## src/rtl/hilo_div_unit_if.sv

```systemverilog
// Handshake and result bundle between the EX-stage issue logic and hilo_div_unit.
// The master drives the operands and flow control; the slave (divider) returns busy and the HI/LO result.
interface hilo_div_unit_if #(
  parameter int DATA_W = 32
);
  logic                  start;
  logic                  is_signed;
  logic [DATA_W-1:0]     dividend;
  logic [DATA_W-1:0]     divisor;
  logic                  cancel;
  logic                  wb_ready;
  logic                  busy;
  logic                  hl_valid;
  logic [2*DATA_W-1:0]   hl_data;

  modport master (
    output start, is_signed, dividend, divisor, cancel, wb_ready,
    input  busy, hl_valid, hl_data
  );

  modport slave (
    input  start, is_signed, dividend, divisor, cancel, wb_ready,
    output busy, hl_valid, hl_data
  );
endinterface

```

## src/rtl/hilo_div_unit.sv

```systemverilog
// Iterative radix-2 restoring divider for MIPS DIV/DIVU.
// Result is {remainder, quotient} for HI/LO, held in DONE until writeback accepts it.
module hilo_div_unit #(
  parameter int DATA_W = 32,
  parameter int ITER   = 32
) (
  input  logic          clk,
  input  logic          rst,
  hilo_div_unit_if.slave bus
);
  localparam int CNT_W = $clog2(ITER);

  typedef enum logic [1:0] {
    IDLE,
    CALC,
    DONE
  } state_t;

  state_t                state;
  state_t                state_nxt;

  logic [DATA_W-1:0]     rem_q;
  logic [DATA_W-1:0]     quo_q;
  logic [DATA_W-1:0]     dvs_q;
  logic [CNT_W-1:0]      cnt_q;
  logic                  sign_a_q;
  logic                  sign_b_q;
  logic                  signed_q;
  logic                  div0_q;
  logic [2*DATA_W-1:0]   hl_data_q;

  logic                  accept;
  logic                  last_step;
  logic                  a_neg;
  logic                  b_neg;
  logic                  div0;
  logic [DATA_W-1:0]     abs_a;
  logic [DATA_W-1:0]     abs_b;
  logic [DATA_W:0]       rem_shift;
  logic [DATA_W-1:0]     rem_sub;
  logic                  trial_ok;
  logic [DATA_W-1:0]     rem_step;
  logic [DATA_W-1:0]     quo_step;
  logic                  fix_q;
  logic                  fix_r;
  logic [DATA_W-1:0]     quo_fix;
  logic [DATA_W-1:0]     rem_fix;
  logic                  busy_c;
  logic                  hl_valid_c;

  assign accept    = (state == IDLE) && bus.start && !bus.cancel;
  assign last_step = (cnt_q == CNT_W'(ITER - 1));

  assign a_neg = bus.is_signed & bus.dividend[DATA_W-1];
  assign b_neg = bus.is_signed & bus.divisor[DATA_W-1];
  assign abs_a = a_neg ? -bus.dividend : bus.dividend;
  assign abs_b = b_neg ? -bus.divisor : bus.divisor;
  assign div0  = (bus.divisor == '0);

  // The shifted partial remainder can reach 33 bits; when it is at least D the
  // true difference is below D, so a 32-bit subtraction is exact.
  assign rem_shift = {rem_q, quo_q[DATA_W-1]};
  assign trial_ok  = (rem_shift >= {1'b0, dvs_q});
  assign rem_sub   = rem_shift[DATA_W-1:0] - dvs_q;
  assign rem_step  = trial_ok ? rem_sub : rem_shift[DATA_W-1:0];
  assign quo_step  = {quo_q[DATA_W-2:0], trial_ok};

  assign fix_q   = signed_q && !div0_q && (sign_a_q ^ sign_b_q);
  assign fix_r   = signed_q && !div0_q && sign_a_q;
  assign quo_fix = fix_q ? -quo_step : quo_step;
  assign rem_fix = fix_r ? -rem_step : rem_step;

  always_ff @(posedge clk or negedge rst) begin
    if (!rst) begin
      state <= IDLE;
    end else begin
      state <= state_nxt;
    end
  end

  always_comb begin
    state_nxt = state;
    case (state)
      IDLE: if (accept) state_nxt = CALC;
      CALC: begin
        if (bus.cancel)     state_nxt = IDLE;
        else if (last_step) state_nxt = DONE;
      end
      DONE: begin
        if (bus.cancel || bus.wb_ready) state_nxt = IDLE;
      end
      default: state_nxt = IDLE;
    endcase
  end

  always_comb begin
    busy_c     = 1'b0;
    hl_valid_c = 1'b0;
    case (state)
      CALC: busy_c = 1'b1;
      DONE: begin
        busy_c     = 1'b1;
        hl_valid_c = 1'b1;
      end
      default: ;
    endcase
  end

  // With a zero divisor the raw dividend is loaded, so the plain iteration
  // leaves it untouched in R and fills Q with ones.
  always_ff @(posedge clk or negedge rst) begin
    if (!rst) begin
      rem_q     <= '0;
      quo_q     <= '0;
      dvs_q     <= '0;
      cnt_q     <= '0;
      sign_a_q  <= 1'b0;
      sign_b_q  <= 1'b0;
      signed_q  <= 1'b0;
      div0_q    <= 1'b0;
      hl_data_q <= '0;
    end else if (accept) begin
      rem_q    <= '0;
      quo_q    <= div0 ? bus.dividend : abs_a;
      dvs_q    <= abs_b;
      cnt_q    <= '0;
      sign_a_q <= a_neg;
      sign_b_q <= b_neg;
      signed_q <= bus.is_signed;
      div0_q   <= div0;
    end else if (state == CALC && !bus.cancel) begin
      rem_q <= rem_step;
      quo_q <= quo_step;
      cnt_q <= cnt_q + CNT_W'(1);
      if (last_step) begin
        hl_data_q <= {rem_fix, quo_fix};
      end
    end
  end

  assign bus.busy     = busy_c;
  assign bus.hl_valid = hl_valid_c;
  assign bus.hl_data  = hl_data_q;
endmodule

```

## src/flat_wrapper.sv

```systemverilog
// flat-port wrapper written by rule: the top's interface ports become plain ports
module hilo_div_unit_flat 
#(
  parameter int DATA_W = 32,
  parameter int ITER   = 32
)
  (clk, rst, bus_start, bus_is_signed, bus_dividend, bus_divisor, bus_cancel, bus_wb_ready, bus_busy, bus_hl_valid, bus_hl_data);
  hilo_div_unit_if #(.DATA_W(DATA_W)) bus_i ();
  input  logic clk;
  input  logic rst;
  input wire logic [$bits(bus_i.start)-1:0] bus_start;
  input wire logic [$bits(bus_i.is_signed)-1:0] bus_is_signed;
  input wire logic [$bits(bus_i.dividend)-1:0] bus_dividend;
  input wire logic [$bits(bus_i.divisor)-1:0] bus_divisor;
  input wire logic [$bits(bus_i.cancel)-1:0] bus_cancel;
  input wire logic [$bits(bus_i.wb_ready)-1:0] bus_wb_ready;
  output wire logic [$bits(bus_i.busy)-1:0] bus_busy;
  output wire logic [$bits(bus_i.hl_valid)-1:0] bus_hl_valid;
  output wire logic [$bits(bus_i.hl_data)-1:0] bus_hl_data;
  assign bus_i.start = bus_start;
  assign bus_i.is_signed = bus_is_signed;
  assign bus_i.dividend = bus_dividend;
  assign bus_i.divisor = bus_divisor;
  assign bus_i.cancel = bus_cancel;
  assign bus_i.wb_ready = bus_wb_ready;
  assign bus_busy = bus_i.busy;
  assign bus_hl_valid = bus_i.hl_valid;
  assign bus_hl_data = bus_i.hl_data;
  hilo_div_unit #(.DATA_W(DATA_W), .ITER(ITER)) u_core (.clk(clk), .rst(rst), .bus(bus_i));
endmodule
```

## config.mk

```make
export PLATFORM = sky130hd
export DESIGN_NAME = hilo_div_unit_flat
export DESIGN_NICKNAME = d
export VERILOG_FILES = /design/src/rtl/hilo_div_unit_if.sv /design/src/rtl/hilo_div_unit.sv /design/src/flat_wrapper.sv
export SDC_FILE = /design/constraint.sdc
export NUM_CORES = 1
export LEC_CHECK = 0
export CORE_MARGIN = 2
export CORE_UTILIZATION = 25
export CTS_CLUSTER_SIZE = 20
export DETAILED_ROUTE_END_ITERATION = 8
export PLACE_DENSITY = 0.45
export SLEW_MARGIN = 20
export SYNTH_ARGS = -nofsm -noshare
export SYNTH_HDL_FRONTEND = slang
export SYNTH_SLANG_ARGS = --single-unit
```

## constraint.sdc

```tcl
create_clock -name clk -period 4.7 [get_ports clk]
set_input_delay 0.94 -clock clk [delete_from_list [all_inputs] [get_ports clk]]
set_output_delay 0.94 -clock clk [all_outputs]
set_load 0.03 [all_outputs]
```

Yosys cells after proc, flatten, opt, wreduce, memory -nomap -nowiden
Index checks and enable logic that the tools add are counted.

word-level totals
  RAM bits = 0
  register bits after elaboration = 171
  latch bits = 0
  bits in read-only memories = 0
  memories kept = 0

cells by class
  muxes and demuxes = 19
  div/mod/pow operators = 0
  $lt $le $gt $ge = 1
  shift operators = 0
  add/sub/neg operators = 6
  bitwise logic cells = 4
  equality and inequality tests = 6
  multiply operators = 0
  reduce and logical (&&, ||, !) cells = 15

operators with widths
  cell                                                   number
  two-way mux 32 bit                                     10
  negation 32 bit                                        4
  greater-or-equal comparator 33 x 32 -> 1 bit           1
  zero test 32 bit                                       1
  subtractor 32 bit                                      1
  two-way mux 5 bit                                      2
  two-way mux 2 bit                                      4
  logical AND 1 bit                                      6
  case mux 2 bit (3 select lines)                        1
  AND reduction 3 bit                                    2
  adder 5 x 1 -> 5 bit, second input constant            1
  equality test 5 bit, second input constant             1
  inequality test 2 x 1 -> 1 bit, second input constant  2
  inequality test 3 x 2 -> 1 bit, second input constant  1
  AND 1 bit                                              2
  equality test 2 x 1 -> 1 bit, second input constant    1
  equality test 2 bit, second input constant             1
  zero test 1 bit                                        2
  zero test 2 bit                                        1
  two-way mux 1 bit                                      2
  nonzero test 2 bit                                     1
  OR reduction 2 bit                                     1
  logical OR 1 bit                                       1
  NOT 1 bit                                              1
  bitwise XOR 1 bit                                      1

Depth between registers and ports, before layout
  depth after elaboration = 5
  gate-level depth with buffers = 21

Worst setup path before layout
Ideal clock, no wire load.

  path type = register -> register
  start point = register u_core.rem_q[10]
  end point = register u_core.hl_data_q[60] (netlist: u_core.bus.hl_data[60])
  setup time = 0.069 ns
  setup slack = -0.177 ns
  stages on the path, launching flop included = 21
  required time = 4.631 ns
  arrival time = 4.808 ns
  cell sequence = dfrtp_1 > ha_1 > buf_2 > nand4_1 > nor3_1 > o211ai_1 > a311o_1 > nand2_2 > buf_2 > buf_2 > buf_2 > clkbuf_1 > nand2_1 > o21ai_0 > ha_1 > nand3_1 > or3_1 > a2111oi_2 > nand2_1 > or4_1 > nand3_1

on the way
  longest elaborated chain between the ends = 4
  elaborated cells between the ends (all ways) = 5
  classes of those cells = 2 x add/sub; 1 x order compare; 2 x mux

RTL lines
  element                                                                                   RTL line                                  RTL
  start: declaration                                                                        hilo_div_unit.sv:22                       logic [DATA_W-1:0] rem_q;
  start signal: assignment                                                                  hilo_div_unit.sv:132                      rem_q <= rem_step;
  subtractor 32 bit / greater-or-equal comparator 33 x 32 -> 1 bit (equally long branches)  hilo_div_unit.sv:64, hilo_div_unit.sv:63
  two-way mux 32 bit *                                                                      hilo_div_unit.sv:65                       assign rem_step = trial_ok ? rem_sub : rem_shift[DATA_W-1:0];
  negation 32 bit                                                                           hilo_div_unit.sv:71                       assign rem_fix = fix_r ? -rem_step : rem_step;
  two-way mux 32 bit *                                                                      hilo_div_unit.sv:71
  end signal: assignment                                                                    hilo_div_unit.sv:136                      hl_data_q <= {rem_fix, quo_fix};
  end: declaration                                                                          hilo_div_unit.sv:30                       logic [2*DATA_W-1:0] hl_data_q;

Every way passes the cells marked *; elsewhere a longest branch is shown, timed or not.
A chain may end at the register's enable or synchronous reset.

Worst setup path after layout
  start point = register u_core.rem_q[5]
  end point = register u_core.hl_data_q[60] (netlist: u_core.bus.hl_data[60])

The elaborated chain is that of the path after synthesis.

==> impl_metrics.csv <==
group,metric,value,unit
clock_tree,cts.hold.buffers_added,0,
timing,hold_slack,0.4773,ns
timing,tns,0,ns
logic_synthesis,synth-seq-cells,171,
logic_synthesis,ys.flop_type,"dfrtp_1",
logic_synthesis,synth_edf_count,0,
place,place_inst,2125,
cells_and_area,syn_to_final_growth,23.99,%
route,wl,39060,um
global_routing,grt_usage,15.99,%
clock_tree,cts_buffers,17,
logic_synthesis,synthCells,1417,
flow_run,timing.max_cap.violations,0,
timing,fin_crit,4.441,ns
clock_tree,cts-root-buf,"clkbuf_16",
floorplan,ioPinCount,136,
timing,relSlewSlack,39.03,%
floorplan,die_height,221.1,um
clock_tree,htree_levels,4,
cells_and_area,final_util,31.38,%
cells_and_area,layout.nets,1653,
floorplan,start_util,25.31,%
global_routing,grt_use_met3,2.417,%
timing,max_freq,0.2252,GHz
setup_path,path_max_fanout,8,
logic_synthesis,synth_compound_area_share,24.42,%
timing,hold_violations,0,
global_routing,grt_pass1_vias,10630,
place,port_buffers,135,
logic_synthesis,synth_xor_area_share,9.812,%
route,drt_iter0_markers,1045,
global_routing,met1_usage,24.24,%
pwr,power_density,819.5,mW/mm2
logic_synthesis,synth_common_cells,"nand2_1, o21ai_0, dfrtp_1",
cells_and_area,antenna_cells,0,
logic_synthesis,syn_avg_cell_area,8.315,um2
clock_tree,clock_latency,0.46,ns
logic_synthesis,synth.top_cell.area_share,36.32,%
clock_tree,cts.sinks,171,
route,vias,10820,
logic_synthesis,synthesis.nets,1529,
setup_path,critPathCaptureType,"register",
global_routing,antenna_found_initial,0,
timing,clock_skew,0.01311,ns
global_routing,grt_pass1_wl,62490,um
clock_tree,cts.reportedPaths.clkPinSlew,0.07,ns
logic_synthesis,yosys.area.top_type,"dfrtp_1",
route,routedWlPerCell,18.07,um
logic_synthesis,yosysUniqueCellTypes,76,
outcome,status,"complete, no violations",
cells_and_area,instances_no_fill,2161,
route,first_pass_iters,5,
logic_synthesis,synth_top_family_by_area,"compound AO/OA/AOI/OAI gates",
logic_synthesis,synth.top_cells.by_area,"dfrtp_1, o21ai_0, nand2_1",
route,drc,0,
setup_path,arrival,4.83,ns
timing,finalCritPeriodShare,94.48,%
floorplan,fp.dieW,221.1,um
clock_tree,cts.path.max_buffers,2,
floorplan,die-area,0.04888,mm2
route,ant_nets,0,
timing,slew_violations,0,
pwr,p_total,0.01197,W
logic_synthesis,synth-simple-area-share,18.68,%
worst_hold_path,hp-class,"reg -> reg",
logic_synthesis,synth_area,0.01178,mm2
cells_and_area,drive_gt1_share,7.207,%
floorplan,core_area,0.04656,mm2
global_routing,met2_usage,23.03,%
floorplan,rows,79,
pwr,vdd_ir_drop_max,0.4132,mV
global_routing,overflow,0,
global_routing,grt_max_degree,82,
place,dp.final_hpwl,29940,um
timing,setup_viol_count_final,0,
logic_synthesis,ys_seq_area_share,36.32,%
setup_path,path_class,"reg -> reg",
cells_and_area,n_fill_cell,4876,
pwr,power_leakage,5.879,nW
clock_tree,cts_tree,"done",
logic_synthesis,postSynth.asyncResetShare,100.0,%
timing,worst_pin_slew,0.9084,ns
route,vias_per_cell,5.006,
logic_synthesis,synth-warning-count,0,
logic_synthesis,synth.mux.area_fraction,1.901,%
setup_path,startpoint_type,"register",
global_routing,grt.busiest_layer,"met1",
place,gp_congestion,0.8752,
setup_path,cp.required,5.09,ns
logic_synthesis,synthAdderAreaFrac,4.524,%
logic_synthesis,synth.most_common_cell,"nand2_1",
==> flip-flops by register name (all words and copies together), names as in the netlist <==
register and cells:
u_core.cnt_q 5, u_core.dvs_q 32, u_core.state 2, u_core.bus.hl_data 64, u_core.sign_a_q 1, u_core.sign_b_q 1, u_core.signed_q 1, u_core.quo_q 32
u_core.div0_q 1, u_core.rem_q 32
==> where the power goes <==
group	leakage, nW	internal, W	switching, W
registers	2.29	0.00186	0.000438
logic	3.31	0.00309	0.00514
clock network	0.281	0.000778	0.000667
==> stage by stage <==
| stage | setup WS, ns | area [um2] |
|---|---|---|
| after floorplan | 0.03259 | 11800 |
| after global placement | 0.2054 | 13960 |
| after detailed placement | 0.1167 | 13960 |
| after CTS | 0.08052 | 14540 |
| after global routing | -0.03385 | 14610 |
| final | 0.2594 | 14610 |
==> placed cells by master, fill, tap and decap left out, types with 41 or more instances in the layout <==
cell and instances:
buf_4 41, inv_1 53, clkdlybuf4s50_1 134, xor2_1 77
xnor2_1 55, a21oi_1 72, o21ai_0 198, nand2_1 208
dfrtp_1 171, nor2_1 80
==> worst paths after layout <==
path	from	end	slack, ns	depth (start not counted)
max in group asynchronous	rst	u_core.quo_q[2]$_DFFE_PN0P_	3.25	2
worst max-delay path	u_core.rem_q[5]$_DFFE_PN0P_	u_core.bus.hl_data[60]$_DFFE_PN0P_	0.26	16
min in group asynchronous	rst	u_core.dvs_q[6]$_DFFE_PN0P_	0.50	1
worst min register to register	u_core.dvs_q[12]$_DFFE_PN0P_	u_core.dvs_q[12]$_DFFE_PN0P_	0.48	2
worst max register to register	u_core.rem_q[5]$_DFFE_PN0P_	u_core.bus.hl_data[60]$_DFFE_PN0P_	0.26	16
worst min-delay path	u_core.dvs_q[12]$_DFFE_PN0P_	u_core.dvs_q[12]$_DFFE_PN0P_	0.48	2
==> logic make-up (layout without fill, tap and decap cells) <==
kind of cell / Yosys count / after routing
buffers and inverters: 128 / 265
multiplexers: 22 / 22
XOR/XNOR: 132 / 132
adder cells (fa/ha/maj): 42 / 42
flip-flops: 171 / 171
AND/OR/NAND/NOR: 468 / 468
AO/OA/AOI/OAI: 454 / 454
==> layout make-up <==
cell class | instances | area (um2) | share of cell area [%]
clock inverter | 12 | 113.9 | 0.7794
multi-input combinational | 1118 | 7067 | 48.37
inverter | 54 | 202.7 | 1.387
sequential | 171 | 4279 | 29.29
clock buffer | 20 | 466.7 | 3.195
tap | 607 | 759.5 | 5.199
timing repair buffer | 179 | 1720 | 11.78
==> timing repair <==
action | 4_1_cts | 5_1_grt
endpoints found under the setup margin | 0 | 16
buffers inserted | 0 | 3
gates resized for setup | 0 | 7
==> per-layer routing <==
layer / routed length, um / share of wire, %
met4: 704 / 1.8
met2: 16140 / 41
met5: 0 / 0
met1: 20750 / 53
met3: 1465 / 3.8
==> worst max-delay path: stages (launching register included) <==
cell and delay, ns:
dfrtp_1 0.41, ha_1 0.43, a21oi_1 0.11, o21ai_0 0.45, a2bb2oi_2 0.17, a311o_1 0.38, nand2_2 0.17, inv_2 0.06
mux2i_1 0.21, ha_1 0.24, nand3_1 0.15, or3_4 0.46, a2111oi_4 0.34, buf_4 0.20, nand2_1 0.09, or4_1 0.42
nand3_1 0.09
No activity file was read; power rests on OpenSTA's default activity.
